<file path="src/rtl/vga_tile_ram_arbiter.sv">
// Purpose : shares one single-port tile RAM between the display fetch path and a CPU port.
// Latency : display tile code is registered once per 8-pixel group; CPU write ack 1 cycle
//           after grant, CPU read ack 3 cycles after grant.
// Backpressure: the display slot always wins the RAM; a CPU request colliding with a slot
//           is granted one cycle later and is held by the requester until o_Cpu_Ack.
//
// Ports:
//   i_Clk, i_Reset                 pixel clock, asynchronous active-high reset
//   i_Col_Count, i_Row_Count       raster position from the sync generator
//   o_Tile_Data, o_Tile_Valid      tile code for the current 8-pixel group
//   i_Cpu_Req/We/Addr/Wr_Data      CPU request, held stable until acked
//   o_Cpu_Ack, o_Cpu_Rd_Data       one-cycle completion pulse, read data in that cycle
//   o_Ram_Addr/We/Wr_Data          registered RAM controls
//   i_Ram_Rd_Data                  RAM read data, one cycle after o_Ram_Addr
module vga_tile_ram_arbiter #(
  parameter int TOTAL_COLS  = 800,
  parameter int TOTAL_ROWS  = 525,
  parameter int ACTIVE_COLS = 640,
  parameter int ACTIVE_ROWS = 480,
  parameter int DATA_W      = 4,
  parameter int ADDR_W      = 13
) (
  input  logic              i_Clk,
  input  logic              i_Reset,
  input  logic [9:0]        i_Col_Count,
  input  logic [9:0]        i_Row_Count,
  output logic [DATA_W-1:0] o_Tile_Data,
  output logic              o_Tile_Valid,
  input  logic              i_Cpu_Req,
  input  logic              i_Cpu_We,
  input  logic [ADDR_W-1:0] i_Cpu_Addr,
  input  logic [DATA_W-1:0] i_Cpu_Wr_Data,
  output logic              o_Cpu_Ack,
  output logic [DATA_W-1:0] o_Cpu_Rd_Data,
  output logic [ADDR_W-1:0] o_Ram_Addr,
  output logic              o_Ram_We,
  output logic [DATA_W-1:0] o_Ram_Wr_Data,
  input  logic [DATA_W-1:0] i_Ram_Rd_Data
);

  localparam int TPR  = ACTIVE_COLS / 8;
  localparam int NT   = TPR * (ACTIVE_ROWS / 8);
  localparam int AW1  = ADDR_W + 1;

  localparam logic [9:0]    LAST_GRP_COL = 10'(TOTAL_COLS - 8);
  localparam logic [9:0]    LAST_COL     = 10'(TOTAL_COLS - 1);
  localparam logic [9:0]    LAST_ROW     = 10'(TOTAL_ROWS - 1);
  localparam logic [10:0]   ACT_COLS_W   = 11'(ACTIVE_COLS);
  localparam logic [9:0]    ACT_ROWS_W   = 10'(ACTIVE_ROWS);
  localparam logic [9:0]    TPR_W        = 10'(TPR);
  localparam logic [AW1-1:0] NT_W        = AW1'(NT);

  typedef enum logic [2:0] {
    S_IDLE,
    S_WR,
    S_RD_ADDR,
    S_RD_WAIT,
    S_RD_ACK
  } state_t;

  state_t state, state_next;

  // ---------------------------------------------------------------
  // Display slot decode (combinational on the sampled counters)
  // ---------------------------------------------------------------
  logic              last_grp;
  logic [9:0]        next_row;
  logic [9:0]        tgt_row;
  logic [9:0]        tgt_grp;
  logic              slot;
  logic [ADDR_W-1:0] disp_addr;
  logic              valid_next;

  always_comb begin
    last_grp  = (i_Col_Count == LAST_GRP_COL);
    next_row  = (i_Row_Count == LAST_ROW) ? 10'd0 : i_Row_Count + 10'd1;
    // The last slot of a line prefetches group 0 of the following line.
    tgt_row   = last_grp ? next_row : i_Row_Count;
    tgt_grp   = last_grp ? 10'd0 : {3'b000, i_Col_Count[9:3]} + 10'd1;
    slot      = (i_Col_Count[2:0] == 3'd0) && (tgt_grp < TPR_W) && (tgt_row < ACT_ROWS_W);
    disp_addr = ADDR_W'(tgt_row[9:3]) * ADDR_W'(TPR) + ADDR_W'(tgt_grp);
    // Validity describes the column that follows the current one.
    valid_next = (({1'b0, i_Col_Count} + 11'd1 < ACT_COLS_W) && (i_Row_Count < ACT_ROWS_W)) ||
                 ((i_Col_Count == LAST_COL) && (next_row < ACT_ROWS_W));
  end

  // ---------------------------------------------------------------
  // CPU FSM and RAM control next-state
  // ---------------------------------------------------------------
  logic              cpu_in_range;
  logic              cpu_oob;
  logic              oob_d;
  logic [ADDR_W-1:0] ram_addr_d;
  logic              ram_we_d;
  logic [DATA_W-1:0] ram_wr_d;
  logic              ack_d;
  logic [DATA_W-1:0] rd_data_d;

  assign cpu_in_range = ({1'b0, i_Cpu_Addr} < NT_W);

  always_comb begin
    state_next = state;
    ram_addr_d = '0;
    ram_we_d   = 1'b0;
    ram_wr_d   = '0;
    ack_d      = 1'b0;
    rd_data_d  = o_Cpu_Rd_Data;
    oob_d      = cpu_oob;

    if (slot) begin
      ram_addr_d = disp_addr;
    end

    case (state)
      S_IDLE: begin
        if (i_Cpu_Req && !slot) begin
          ram_addr_d = i_Cpu_Addr;
          oob_d      = !cpu_in_range;
          if (i_Cpu_We) begin
            // Out-of-range writes are dropped at the RAM but still acknowledged.
            ram_we_d   = cpu_in_range;
            ram_wr_d   = i_Cpu_Wr_Data;
            ack_d      = 1'b1;
            state_next = S_WR;
          end else begin
            state_next = S_RD_ADDR;
          end
        end
      end
      S_WR:      state_next = S_IDLE;
      S_RD_ADDR: state_next = S_RD_WAIT;
      S_RD_WAIT: begin
        rd_data_d  = cpu_oob ? '0 : i_Ram_Rd_Data;
        ack_d      = 1'b1;
        state_next = S_RD_ACK;
      end
      S_RD_ACK:  state_next = S_IDLE;
      default:   state_next = S_IDLE;
    endcase
  end

  always_ff @(posedge i_Clk or posedge i_Reset) begin
    if (i_Reset) begin
      state         <= S_IDLE;
      cpu_oob       <= 1'b0;
      o_Ram_Addr    <= '0;
      o_Ram_We      <= 1'b0;
      o_Ram_Wr_Data <= '0;
      o_Cpu_Ack     <= 1'b0;
      o_Cpu_Rd_Data <= '0;
    end else begin
      state         <= state_next;
      cpu_oob       <= oob_d;
      o_Ram_Addr    <= ram_addr_d;
      o_Ram_We      <= ram_we_d;
      o_Ram_Wr_Data <= ram_wr_d;
      o_Cpu_Ack     <= ack_d;
      o_Cpu_Rd_Data <= rd_data_d;
    end
  end

  // ---------------------------------------------------------------
  // Display data pipeline: slot -> RAM addr -> RAM data -> hold -> output
  // ---------------------------------------------------------------
  logic              disp_p1;
  logic              disp_p2;
  logic [DATA_W-1:0] hold;

  always_ff @(posedge i_Clk or posedge i_Reset) begin
    if (i_Reset) begin
      disp_p1      <= 1'b0;
      disp_p2      <= 1'b0;
      hold         <= '0;
      o_Tile_Data  <= '0;
      o_Tile_Valid <= 1'b0;
    end else begin
      disp_p1 <= slot;
      disp_p2 <= disp_p1;
      if (disp_p2) begin
        hold <= i_Ram_Rd_Data;
      end
      // Update on the last column of a group so the code covers the next 8 columns.
      if (i_Col_Count[2:0] == 3'd7) begin
        o_Tile_Valid <= valid_next;
        o_Tile_Data  <= valid_next ? hold : '0;
      end
    end
  end

endmodule

</file>
<file path="config.mk">
export PLATFORM = sky130hd
export DESIGN_NAME = vga_tile_ram_arbiter
export DESIGN_NICKNAME = d
export VERILOG_FILES = /design/src/rtl/vga_tile_ram_arbiter.sv
export SDC_FILE = /design/constraint.sdc
export NUM_CORES = 1
export LEC_CHECK = 0
export ABC_CLOCK_PERIOD_IN_PS = 1550
export BUFFER_PORTS_ARGS = -buffer_cell sky130_fd_sc_hd__buf_2
export CAP_MARGIN = 15
export CORE_MARGIN = 2
export CORE_UTILIZATION = 52
export DETAILED_ROUTE_END_ITERATION = 7
export PLACE_DENSITY = 0.88
export SYNTH_ARGS = -nofsm -noshare
export SYNTH_HDL_FRONTEND = slang
export SYNTH_SLANG_ARGS = --single-unit
</file>
<file path="constraint.sdc">
create_clock -name i_Clk -period 1.55 [get_ports i_Clk]
set_input_delay 0 -clock i_Clk [delete_from_list [all_inputs] [get_ports i_Clk]]
set_output_delay 0 -clock i_Clk [all_outputs]
set_load 0.1 [all_outputs]
</file>
### Word level (Yosys, flattened, before mapping)

Index checks and enable logic that the tools add are counted.

| storage, ports and cells | value |
|---|---|
| word-level logic and storage cells | 61 |
| input port bits | 45 |
| output and inout port bits | 28 |
| register bits | 38 |

| cells by class | value |
|---|---|
| multiply operators | 1 |
| add/sub/neg operators | 4 |
| magnitude comparators | 6 |
| reductions and logical operators | 11 |
| mux-type cells | 20 |
| eq/ne operators | 7 |

Operator list:

| kind | count |
|---|---|
| 13-bit two-way mux | 3 |
| 10-bit equality test, second input constant | 3 |
| 10-bit by 9-bit < comparator with 1-bit output, second input constant | 3 |
| 10-bit two-way mux | 2 |
| 4-bit two-way mux | 5 |
| 13-bit by 8-bit adder with 13-bit output | 1 |
| 13-bit < comparator, second input constant | 1 |
| 10-bit by 1-bit adder with 11-bit output, second input constant | 1 |
| 11-bit by 10-bit < comparator with 1-bit output, second input constant | 1 |
| 10-bit by 1-bit adder with 10-bit output, second input constant | 1 |
| 7-bit by 3-bit multiplier with 9-bit output, second input constant | 1 |
| 3-bit one-hot mux with 3 select lines | 1 |
| 7-bit by 1-bit adder with 8-bit output, second input constant | 1 |
| 8-bit by 7-bit < comparator with 1-bit output, second input constant | 1 |
| 8-bit two-way mux | 1 |
| 3-bit by 2-bit equality test with 1-bit output, second input constant | 2 |
| 3-bit logical NOT | 2 |
| 1-bit logical AND | 5 |
| 1-bit two-way mux | 5 |
| 3-bit equality test, second input constant | 1 |
| 3-bit two-way mux | 1 |
| 1-bit logical NOT | 2 |
| 2-bit two-way mux | 1 |
| 2-bit != test, second input constant | 1 |
| other kinds (3) | 3 |

### Depth between registers and ports, before layout

Gate-level depths: netlist of the first run.

| logic depth | value |
|---|---|
| depth in word-level cells | 9 |
| mapped depth | 16 |
| depth with buffers taken out | 14 |

### Worst setup path before layout of the first run

Ideal clock, no wire load.

| timing | value |
|---|---|
| path kind | input port to flip-flop |
| start point | input i_Row_Count[5] |
| end point | register o_Ram_Addr[12] |
| slack | -1.625 ns |
| setup time | 0.133 ns |
| required time | 1.417 ns |
| buffers on the path | 1 |
| stages | 14 |
| data arrival time | 3.042 ns |
| path through | clkbuf_1 or4_1 nor4_1 nand2b_1 o31ai_1 ha_1 ha_1 fa_1 xor2_1 nand2_1 a21oi_1 nand3_1 xnor2_1 mux2i_1 |

| between the ends | value |
|---|---|
| longest elaborated chain between the ends | 9 |
| elaborated cells on any way between the ends | 13 |
| those cells by class | add/sub: 2; mul: 1; order compare: 1; eq/ne: 1; mux: 5; reduce/logical: 3 |

Ends and longest elaborated chain:

| element | line | source |
|---|---|---|
| from (decl) | 26 | `input logic [9:0] i_Row_Count,` |
| 10-bit by 1-bit adder with 10-bit output or 10-bit equality test (tied branches) | 76 | `next_row = (i_Row_Count == LAST_ROW) ? 10'd0 : i_Row_Count + 10'd1;` |
| 10-bit two-way mux | 76 |  |
| 10-bit two-way mux * | 78 | `tgt_row = last_grp ? next_row : i_Row_Count;` |
| parallel branches: the longest is 5 deep, another holds 13-bit by 8-bit adder with 13-bit output | -- |  |
| 13-bit two-way mux * | 114 | `case (state)` |
| via ram_addr_d[12] | 93 | `logic [ADDR_W-1:0] ram_addr_d;` |
| to (signal assigned) | 154 | `o_Ram_Addr <= ram_addr_d;` |
| to (decl) | 35 | `output logic [ADDR_W-1:0] o_Ram_Addr,` |

Mark *: on every way through the listed nets, which the timed path passes.
A chain may end at the register's enable or synchronous reset.

### Worst setup path in the final report of the first run

| timing | value |
|---|---|
| start point | input i_Col_Count[0] |
| end point | register o_Ram_Addr[12] |

| between the ends | value |
|---|---|
| longest elaborated chain between the ends | 9 |
| elaborated cells on any way between the ends | 15 |
| those cells by class | add/sub: 1; mul: 1; order compare: 2; eq/ne: 1; mux: 5; reduce/logical: 5 |

Ends and longest elaborated chain:

| element | line | source |
|---|---|---|
| from (decl) | 25 | `input logic [9:0] i_Col_Count,` |
| parallel branches: the longest is 8 deep, another holds 13-bit by 8-bit adder with 13-bit output | -- |  |
| 13-bit two-way mux * | 114 |  |
| via ram_addr_d[12] | 93 |  |

Marked as above.

==> results of run 1 <==
## worst max-delay path by stage
stage / start / end
after floorplan: i_Col_Count[2] / o_Ram_Addr[12]
after global placement: i_Col_Count[2] / o_Ram_Addr[12]
after detailed placement: i_Col_Count[2] / o_Ram_Addr[12]
after CTS: i_Col_Count[7] / o_Ram_Addr[12]
after global routing: i_Col_Count[0] / o_Ram_Addr[12]
final: i_Col_Count[0] / o_Ram_Addr[12]
## cells by family (layout without fill, tap and decap cells)
logic type | Yosys count | count (layout)
buffers and inverters | 23 | 190
multiplexers | 18 | 18
flip-flops | 38 | 38
adder cells (fa/ha/maj) | 17 | 17
AO/OA/AOI/OAI | 50 | 50
AND/OR/NAND/NOR | 92 | 93
XOR/XNOR | 18 | 18
## area by class of cell
class                           count  share of cell area
Tap cell                           52              0.0161
Sequential cell                    38               0.235
Clock inverter                      2             0.00310
Multi-Input combinational cell    196               0.419
Clock buffer                        6              0.0204
Timing Repair Buffer              166               0.292
Inverter                           16              0.0149
## worst max-delay path, delay by kind of cell
kind	cells	cell delay (ps)
AO/OA/AOI/OAI	4	690
XOR/XNOR	2	350
adder cells (fa/ha/maj)	3	790
buffers and inverters	2	260
multiplexers	1	100
AND/OR/NAND/NOR	3	920
## registers in the layout, summed over array words and instances (netlist names)
register       flops
o_Ram_Wr_Data      4
o_Cpu_Ack          1
disp_p2            1
state              3
o_Tile_Valid       1
o_Tile_Data        4
disp_p1            1
cpu_oob            1
o_Ram_Addr        13
o_Cpu_Rd_Data      4
hold               4
o_Ram_We           1
## per-layer routing
metal / share of wire / wire length, um
met5: 0 / 0
met4: 0.057 / 569
met3: 0.065 / 645
met2: 0.52 / 5160
met1: 0.36 / 3560
## cell usage after synthesis, types with 2 or more instances
master / count / area share
a21o_1: 5 / 0.016
a21oi_1: 9 / 0.019
a22o_1: 4 / 0.014
and3_1: 3 / 0.0078
buf_2: 2 / 0.0041
clkbuf_1: 4 / 0.0062
dfrtp_1: 38 / 0.39
fa_1: 2 / 0.017
ha_1: 15 / 0.078
inv_1: 16 / 0.025
mux2_2: 4 / 0.019
mux2i_1: 14 / 0.058
nand2_1: 39 / 0.061
nand3_1: 12 / 0.025
nand4_1: 3 / 0.0078
nand4b_1: 2 / 0.0072
nor2_1: 7 / 0.011
nor2b_1: 3 / 0.0078
nor3_1: 9 / 0.019
o211ai_1: 2 / 0.0062
o21ai_0: 14 / 0.029
o21ai_1: 2 / 0.0041
o21bai_1: 2 / 0.0062
o31ai_1: 6 / 0.019
or2_2: 2 / 0.0052
or3_1: 3 / 0.0078
or4_1: 2 / 0.0062
or4_4: 2 / 0.0093
xnor2_1: 9 / 0.033
xor2_1: 9 / 0.033
## report_power, final
group | total [mW] | switching, mW | internal, mW | leakage, nW
Sequential | 1.34 | 0.118 | 1.22 | 0.503
Combinational | 2.63 | 1.95 | 0.680 | 1.44
Clock | 0.736 | 0.378 | 0.358 | 0.0472
Total | 4.70 | 2.44 | 2.26 | 1.99
## what timing repair did
action,in CTS,in global routing
endpoints found under the setup margin,28,28
gates cloned,1,0
gates resized for setup,28,13
hold endpoints to repair,64,0
hold buffers,23,0
setup buffers,13,6
pin swaps,27,16
## metrics by stage
step | TNS, ps | util | instance area (um^2) | hold WS [ps] | std cells
after floorplan | -17360 | - | 2560 | 92.6 | 256
after global placement | -27110 | 0.758 | 3340 | 122 | 428
after detailed placement | -28330 | 0.758 | 3340 | 127 | 428
after CTS | -22280 | 0.890 | 3930 | 30.0 | 470
after global routing | -28360 | 0.916 | 4040 | 69.5 | 476
final | -26810 | 0.916 | 4040 | 51.9 | 476
==> impl_results.md, run 1 <==
* WHS Path Cells at 3
* Synthesized flop and latch total at 38
* Ys Warns at 0
* Dpl hpwl at ~5300 um
* Most frequent cells in the layout: 68 x buf_2, 63 x buf_4, 38 x dfrtp_1
* Die X at just over 70 um
* Final nets at 485
* First-pass GRT wire length at 14700 um
* CTS tree: done
* Status: finished, violations left
* Post-synthesis compound-gate area fraction at 0.142
* Largest net degree at the start of global routing at 39
* Syn Inst Count at ~260
* Synthesized net count at 318
* Overall power at approximately 4.7 mW
* Clock Pin Slew Worst Setup and Hold Paths at 80 ps
* RR Startpoint: state[2]
* Worst Hold Class: in2reg
* Wirelength, routed at 9940 um
* Crit end category: register
* M2 GR Usage at 0.685
* GR Util met1 at 0.404
* EDFF count, synth at 0
* Crit Path Category: in2reg
* Area grow syn2layout at 67.1%
* Die Ht at 72.2 um
* Initial antenna violation count at 0
* Post-synthesis mux area share at 0.0766
* Starting Density at 0.548
* CTS sink count at 38
* Vias/cell at around 6
* Hold_sp: i_Col_Count[3]
* RSZ-0062 raised after global routing: true
* Setup-failing EPs final at 28
* Storage element area at 951 um^2
* Vias at 2872
* Final hold vios at 0
* Critical Path AT at around 3100 ps
* GRT Total Usage at 0.374
* Reg2reg end: cpu_oob
* Port buffer count at 72
* R2R cell count at 4
* Max IR drop VDD at about 1100 uV
* Pleak at between 1.5 and 2 nW
* Xor-xnor portion of the synthesized cell area at 0.0652
* Router iterations before antenna repair at 4
* Antenna viol nets, final at 0
* Vias in the first global route at about 3000
* FP Rows at 24
* CTS max path bufs at 2
* Max-Cap Viols at 0
* Worst-Skew Late Latency at 300 ps
* CTS H-tree depth at 2
* Slowest CP cell: or3_4
* Period minus WS final at ~2900 ps
* Clock Tree Root: clkbuf_8
* Dpl ws at -1690 ps
* Worst slew margin at 0.490
* Drt drc at 0
* R2R setup slack at -90 ps
* Grt total ovfl at 0
* Core box area at around 4400 um^2
* Share of cells above drive strength 1 at 0.481
* Crit-path max FO at 7
* Fin crit share at 1.90
* GP Congestion at 0.927
* Synth Area in Simple Gates at 0.189
* Failing checks: negative setup slack
* Final WS setup at -1390 ps
* Synth Cell Area at between 2000 and 2500 um^2
* CP peak stage delay at 440 ps
* Die area at roughly 5200 um^2
* Drt wl/cell at approximately 21 um
* Layer with the highest usage: met2
* I/O Pins at 73
* Pwr dens at between 1000 and 1500 nW/um^2
* Worst clock skew at about 13 ps
* CP Data Required Time at around 1700 ps
* CP Launch Type: primary input
* Filler cells at 166
* CTS Buf Count at 5
* Synth Area in Adders at 0.0942
* Multi-input gate area at 1690 um^2
* Initial DRC Count at approximately 310
* Met3 Track Usage GR at 0.0597
* Fin. max-slew vios at 0
* Asr flop ratio synth at 1.00
* Achievable frequency at between 300 and 400 MHz
* Commonest non-fill, non-tap cell in the layout: buf_2
* Worst-Margin Slew at 765 ps
* Post-synthesis sequential area ratio at 0.393
* Inserted Diodes at 0
* Worst path cell trace: buf_6, or3_4, or3_4, buf_4, o21ai_4, o31ai_4, ha_4, ha_4, fa_2, a21o_1, a21oi_2, xnor2_2, nand3_1, xnor2_1, mux2i_1
* Main flop type after synthesis: dfrtp_1
* Largest family of logic cells by synthesized area: simple AND/OR/NAND/NOR gates
* Avg Inst Size Synth at roughly 9.4 um^2
* Hold path endpoint: o_Ram_Addr[0]
* Netlist cell types at between 40 and 50
(Power assumes the default switching activity.)
==> run 2: changes to the inputs <==
RECOVER_POWER = 25   (was unset)
==> run 2 against run 1 <==
Against the previous run: critical endpoint unchanged; first-iteration DRC count is 1.9% higher; critical path type unchanged; the run still ends with negative setup slack left; setup slack worse by 0.69 ps; clock-buffer cell count stayed put; largest power group unchanged; total power hardly changed; sequential cell count stayed put; clock skew hardly changed; fmax hardly changed; highest routed layer unchanged.
==> impl_results.md, run 2 (synthesis results as in run 1) <==
* Hold path endpoint: o_Ram_Addr[0]
* Initial antenna violation count at 0 (unchanged)
* RSZ-0062 raised after global routing: true
* Grt total ovfl at 0 (unchanged)
* Sw frac at 0.519 (about the same)
* Pleak at 1.99 nW (about the same)
* R2R cell count at 4 (unchanged)
* CTS tree: done
* GRT Total Usage at 0.374 (unchanged)
* Worst slew margin at 0.369 (-0.121)
* Final WS setup at -1390 ps (-0.690 ps)
* Die X at 72.2 um (unchanged)
* Clock Tree Root: clkbuf_8
* Achievable frequency at 340 MHz (about the same)
* Reg2reg end: cpu_oob
* RR Startpoint: state[2]
* Starting Density at 0.548 (unchanged)
* Net Sw Power at 2.44 mW (about the same)
* Router iterations before antenna repair at 7 (+3)
* Drt drc at 0 (unchanged)
* Critical Path AT at 3120 ps (about the same)
* CTS Buf Count at 5 (unchanged)
* CTS sink count at 38 (unchanged)
* CTS max path bufs at 2 (unchanged)
* Max IR drop VDD at 1150 uV (+0.17%)
* Worst-Skew Late Latency at 300 ps (about the same)
* CP Data Required Time at 1730 ps (about the same)
* Period minus WS final at 2940 ps (+0.690 ps)
* Final setup TNS at -26660 ps (+142 ps)
* FP Rows at 24 (unchanged)
* Vias in the first global route at 2940 (unchanged)
* Port buffer count at 72 (unchanged)
* WHS Path Cells at 3 (unchanged)
* Wirelength, routed at 9900 um (-0.33%)
* Initial DRC Count at 320 (+1.9%)
* Vias/cell at 6.05 (+0.31%)
* Crit-path max FO at 7 (unchanged)
* Overall power at 4.70 mW (about the same)
* Die area at 5210 um^2 (unchanged)
* Antenna viol nets, final at 0 (unchanged)
* CTS H-tree depth at 2 (unchanged)
* Fin crit share at 1.90 (about the same)
* Setup-failing EPs final at 28 (unchanged)
* Core box area at 4410 um^2 (unchanged)
* Area grow syn2layout at 67.0% (about the same)
* Reg power frac at 0.285 (about the same)
* Inserted Diodes at 0 (unchanged)
* Largest net degree at the start of global routing at 39 (unchanged)
* Commonest non-fill, non-tap cell in the layout: buf_2
* I/O Pins at 73 (unchanged)
* First-pass GRT wire length at 14700 um (unchanged)
* Crit Path Category: in2reg
* Failing checks: negative setup slack
* Final hold vios at 0 (unchanged)
* Max-Cap Viols at 0 (unchanged)
* Worst clock skew at 13.2 ps (-0.135 ps)
* P_int at 2.26 mW (about the same)
* Clock share of power at 0.157 (about the same)
* Fin. max-slew vios at 0 (unchanged)
* GP Congestion at 0.927 (unchanged)
* Clock Pin Slew Worst Setup and Hold Paths at 80 ps (about the same)
* Dpl hpwl at 5270 um (unchanged)
* Most frequent cells in the layout: 68 x buf_2, 62 x buf_4, 38 x dfrtp_1
* Worst Hold Class: in2reg
* Hold_sp: i_Col_Count[3]
* Combinational share of power at 0.558 (about the same)
* Final nets at 485 (unchanged)
* Crit end category: register
* R2R setup slack at -110 ps (-20 ps)
* Biggest register: o_Ram_Addr
* Share of cells above drive strength 1 at 0.481 (unchanged)
* Vias at 2881 (+0.31%)
* Largest register FFs at 13 (unchanged)
* Drt wl/cell at 20.8 um (-0.33%)
* CP Launch Type: primary input
* Die Ht at 72.2 um (unchanged)
* Worst-Margin Slew at 946 ps (+182 ps)
* Pwr dens at 1160 nW/um^2 (about the same)
* Status: finished, violations left
run 2: cell types whose count changed in the layout (fill, tap and decap cells not counted):
cell and change:
clkbuf_2 +1, buf_4 -1
run 2: critical path, cell delays in order:
cell,delay (ps)
buf_6,90
or3_4,370
or3_4,440
buf_4,170
o21ai_4,160
o31ai_4,120
ha_4,270
ha_4,160
fa_2,360
a21o_1,190
a21oi_2,220
xnor2_2,160
nand3_1,110
xnor2_1,190
mux2i_1,100
run 2: what timing repair did:
action / 4_1_cts / 5_1_grt
pin swaps: 27 / 16
hold buffers: 23 / 0
hold endpoints to repair: 64 / 0
gates cloned: 1 / 0
endpoints found under the setup margin: 28 / 28
buffers inserted: 13 / 6
resized for setup: 28 / 13
run 2: power groups by stage:
stage               clock, mW  combinational, mW  sequential (mW)
floorplan                   0              0.615             2.51
global placement            0               2.27             1.32
detailed placement          0               2.34             1.34
CTS                     0.722               2.46             1.32
global route            0.773               2.72             1.36
finish                  0.737               2.62             1.34
run 2: per-layer routing:
| layer | up-vias | wire [um] | GRT usage |
|---|---|---|---|
| met5 | - | 0 | 0 |
| met4 | 0 | 622 | 0.216 |
| met3 | 63 | 624 | 0.0597 |
| met2 | 191 | 5110 | 0.685 |
| met1 | 1388 | 3550 | 0.404 |
| li1 | 1239 | - | - |
run 2: worst max-delay path by stage:
stage | cells after the start | slack [ps] | endpoint | start
after detailed placement | 16 | -1690 | o_Ram_Addr[12] | i_Col_Count[2]
after CTS | 16 | -1140 | o_Ram_Addr[12] | i_Col_Count[7]
final | 15 | -1390 | o_Ram_Addr[12] | i_Col_Count[0]
after floorplan | 15 | -1420 | o_Ram_Addr[12] | i_Col_Count[2]
after global placement | 13 | -1570 | o_Ram_Addr[12] | i_Col_Count[2]
after global routing | 15 | -1450 | o_Ram_Addr[12] | i_Col_Count[0]
run 2: layout make-up:
| class | count | area (um^2) |
|---|---|---|
| Multi-Input combinational cell | 196 | 1690 |
| Inverter | 16 | 60.1 |
| Timing Repair Buffer | 166 | 1180 |
| Sequential cell | 38 | 951 |
| Tap cell | 52 | 65.1 |
| Clock buffer | 6 | 82.6 |
| Clock inverter | 2 | 12.5 |
| Fill cell | 167 | 375 |
run 2: per-stage QoR:
| stage | cell area (um^2) | hold WS (ps) | setup WS [ps] | util | std cells |
|---|---|---|---|---|---|
| 2_1_floorplan | 2560 | 92.6 | -1420 | - | 256 |
| 3_3_place_gp | 3340 | 122 | -1570 | 0.758 | 428 |
| 3_5_place_dp | 3340 | 127 | -1690 | 0.758 | 428 |
| 4_1_cts | 3930 | 30.0 | -1140 | 0.890 | 470 |
| 5_1_grt | 4040 | 69.5 | -1450 | 0.915 | 476 |
| 6_report | 4040 | 51.3 | -1390 | 0.915 | 476 |
==> run 3: changes to the inputs <==
MAX_ROUTING_LAYER = met4   (was unset)
SKIP_CTS_REPAIR_TIMING = 1   (was unset)
==> run 3 against run 2 <==
Against the previous run: the flow finishes with violations (negative hold slack, negative setup slack); critical path depth up 1; first-iteration DRC count up 5.6%; combinational power up 2%; largest cell class unchanged.
==> impl_results.md, run 3 (synthesis results as in run 1) <==
* Clock Pin Slew Worst Setup and Hold Paths at 90 ps (about the same)
* Die Ht at 72.2 um (unchanged)
* Final hold vios at 2 (+2)
* P_int at 2.26 mW (about the same)
* Critical Path AT at 3110 ps (about the same)
* Initial antenna violation count at 0 (unchanged)
* Most frequent cells in the layout: 68 x buf_2, 52 x buf_4, 38 x dfrtp_1
* Port buffer count at 72 (unchanged)
* Router iterations before antenna repair at 5 (-2)
* Hold_sp: i_Cpu_Addr[3]
* Fin Hold WS at -14.6 ps (-65.9 ps)
* Commonest non-fill, non-tap cell in the layout: buf_2
* Biggest register: o_Ram_Addr
* Dpl ws at -1720 ps (-31.3 ps)
* Die area at 5210 um^2 (unchanged)
* Starting Density at 0.548 (unchanged)
* Crit end category: register
* Clock share of power at 0.155 (-0.002)
* Multi-input gate area at 1710 um^2 (+1.0%)
* Fin crit share at 1.89 (-0.00954)
* Critical Path Start: i_Col_Count[6]
* CTS Buf Count at 5 (unchanged)
* Cell Area, Placed at 3340 um^2 (-0.22%)
* CTS sink count at 38 (unchanged)
* Worst clock skew at 15.6 ps (+2.44 ps)
* Area grow syn2layout at 62.9%
* CP Data Required Time at 1730 ps (about the same)
* Period minus WS final at 2920 ps (-14.8 ps)
* Filler cells at 178 (+6.6%)
* Dpl hpwl at 5270 um (about the same)
* Share of cells above drive strength 1 at 0.486 (+0.00535)
* Setup-failing EPs final at 28 (unchanged)
* Final nets at 468 (-3.5%)
* Drt wl/cell at 21.5 um (+3.5%)
* Sw frac at 0.525 (+0.00601)
* RSZ-0062 raised after global routing: true
* Grt total ovfl at 0 (unchanged)
* Worst-Margin Slew at 935 ps (-11.6 ps)
* FP Rows at 24 (unchanged)
* Final Core Density at 0.893 (-0.0224)
* Initial DRC Count at 338 (+5.6%)
* Crit-path max FO at 8 (+1)
* RR Startpoint: state[2]
* Achievable frequency at 342 MHz (+0.51%)
* Status: finished, violations left
* Largest net degree at the start of global routing at 39 (unchanged)
* Clock Tree Root: clkbuf_8
* CP Launch Type: primary input
* CTS H-tree depth at 2 (unchanged)
* Vias/cell at 6.20 (+2.4%)
* Largest register FFs at 13 (unchanged)
* Reg power frac at 0.285 (about the same)
* Storage element area at 951 um^2 (unchanged)
* Final setup TNS at -18900 ps (+7770 ps)
* GP Congestion at 0.863 (-6.9%)
* Combinational share of power at 0.560 (+0.002)
* Max IR drop VDD at 934 uV (-19%)
* Antenna viol nets, final at 0 (unchanged)
* Failing checks: negative hold slack, negative setup slack
* Net Sw Power at 2.50 mW (+2.4%)
* Finished Cell Area at 3940 um^2 (-2.4%)
* Inserted Diodes at 0 (unchanged)
* CTS max path bufs at 2 (unchanged)
* GRT Total Usage at 0.277 (-0.0967)
* Vias in the first global route at 2477 (-16%)
* CTS tree: done
* I/O Pins at 73 (unchanged)
* Crit Path Category: in2reg
* Max-Cap Viols at 0 (unchanged)
* Die X at 72.2 um (unchanged)
* Pleak at 1.92 nW (-3.2%)
* Wirelength, routed at 9880 um (-0.22%)
* Worst slew margin at 0.377 (+0.00770)
* Vias at 2844 (-1.3%)
* Pwr dens at 1210 nW/um^2 (+3.7%)
* Worst-Skew Late Latency at 300 ps (about the same)
* Worst Hold Class: in2reg
* First-pass GRT wire length at 10900 um (-26%)
* Drt drc at 0 (unchanged)
* Core box area at 4410 um^2 (unchanged)
* Final WS setup at -1370 ps (+14.8 ps)
* Overall power at 4.76 mW (+1.2%)
* Fin. max-slew vios at 0 (unchanged)
## run 3: per-stage QoR
| stage | hold WS (ps) | instances |
|---|---|---|
| after CTS | -186 | 435 |
| after detailed placement | 126 | 427 |
| after global placement | 120 | 427 |
| after global routing | -14.7 | 459 |
| final | -14.6 | 459 |
| after floorplan | 92.6 | 256 |
## run 3: layout make-up
cell class                 instances  share of cell area
clock buffer                       7              0.0219
clock inverter                     1             0.00127
inverter                          16              0.0152
multi-input combinational        195               0.434
sequential                        38               0.241
tap                               52              0.0165
timing repair buffer             150               0.270
## run 3: path summary, 6_finish.rpt
| check | slack [ps] | end | cells after the start |
|---|---|---|---|
| worst max register to register | -160 | o_Ram_Addr[6] | 5 |
| max in group asynchronous | 410 | o_Ram_Addr[6] | 4 |
| min in group asynchronous | 550 | o_Ram_Wr_Data[3] | 4 |
| worst min register to register | 400 | disp_p2 | 0 |
| worst max-delay path | -1370 | o_Ram_Addr[12] | 16 |
| worst min-delay path | -10 | o_Ram_Addr[3] | 3 |
## run 3: worst max-delay path, stage by stage
cell and delay, ps:
buf_6 100, or3_4 380, or3_4 440, nor2_4 170
nand2_2 100, xnor2_4 190, ha_4 240, ha_4 160
fa_2 350, buf_6 130, xor2_2 160, nand2_1 100
a21oi_2 160, nand3_1 120, xnor2_1 210, mux2i_1 100
## run 3: power by group through the flow
stage	clock network (mW)	logic (mW)	registers [mW]
after floorplan	0	0.615	2.51
after global placement	0	2.27	1.32
after detailed placement	0	2.34	1.34
after CTS	0.706	2.36	1.32
after global routing	0.766	2.76	1.37
final	0.737	2.67	1.36
## run 3: layer usage
metal	global-route usage	part of all wire
met1	0.285	0.35
met2	0.522	0.51
met3	0.0306	0.083
met4	0.130	0.058
met5	-	0
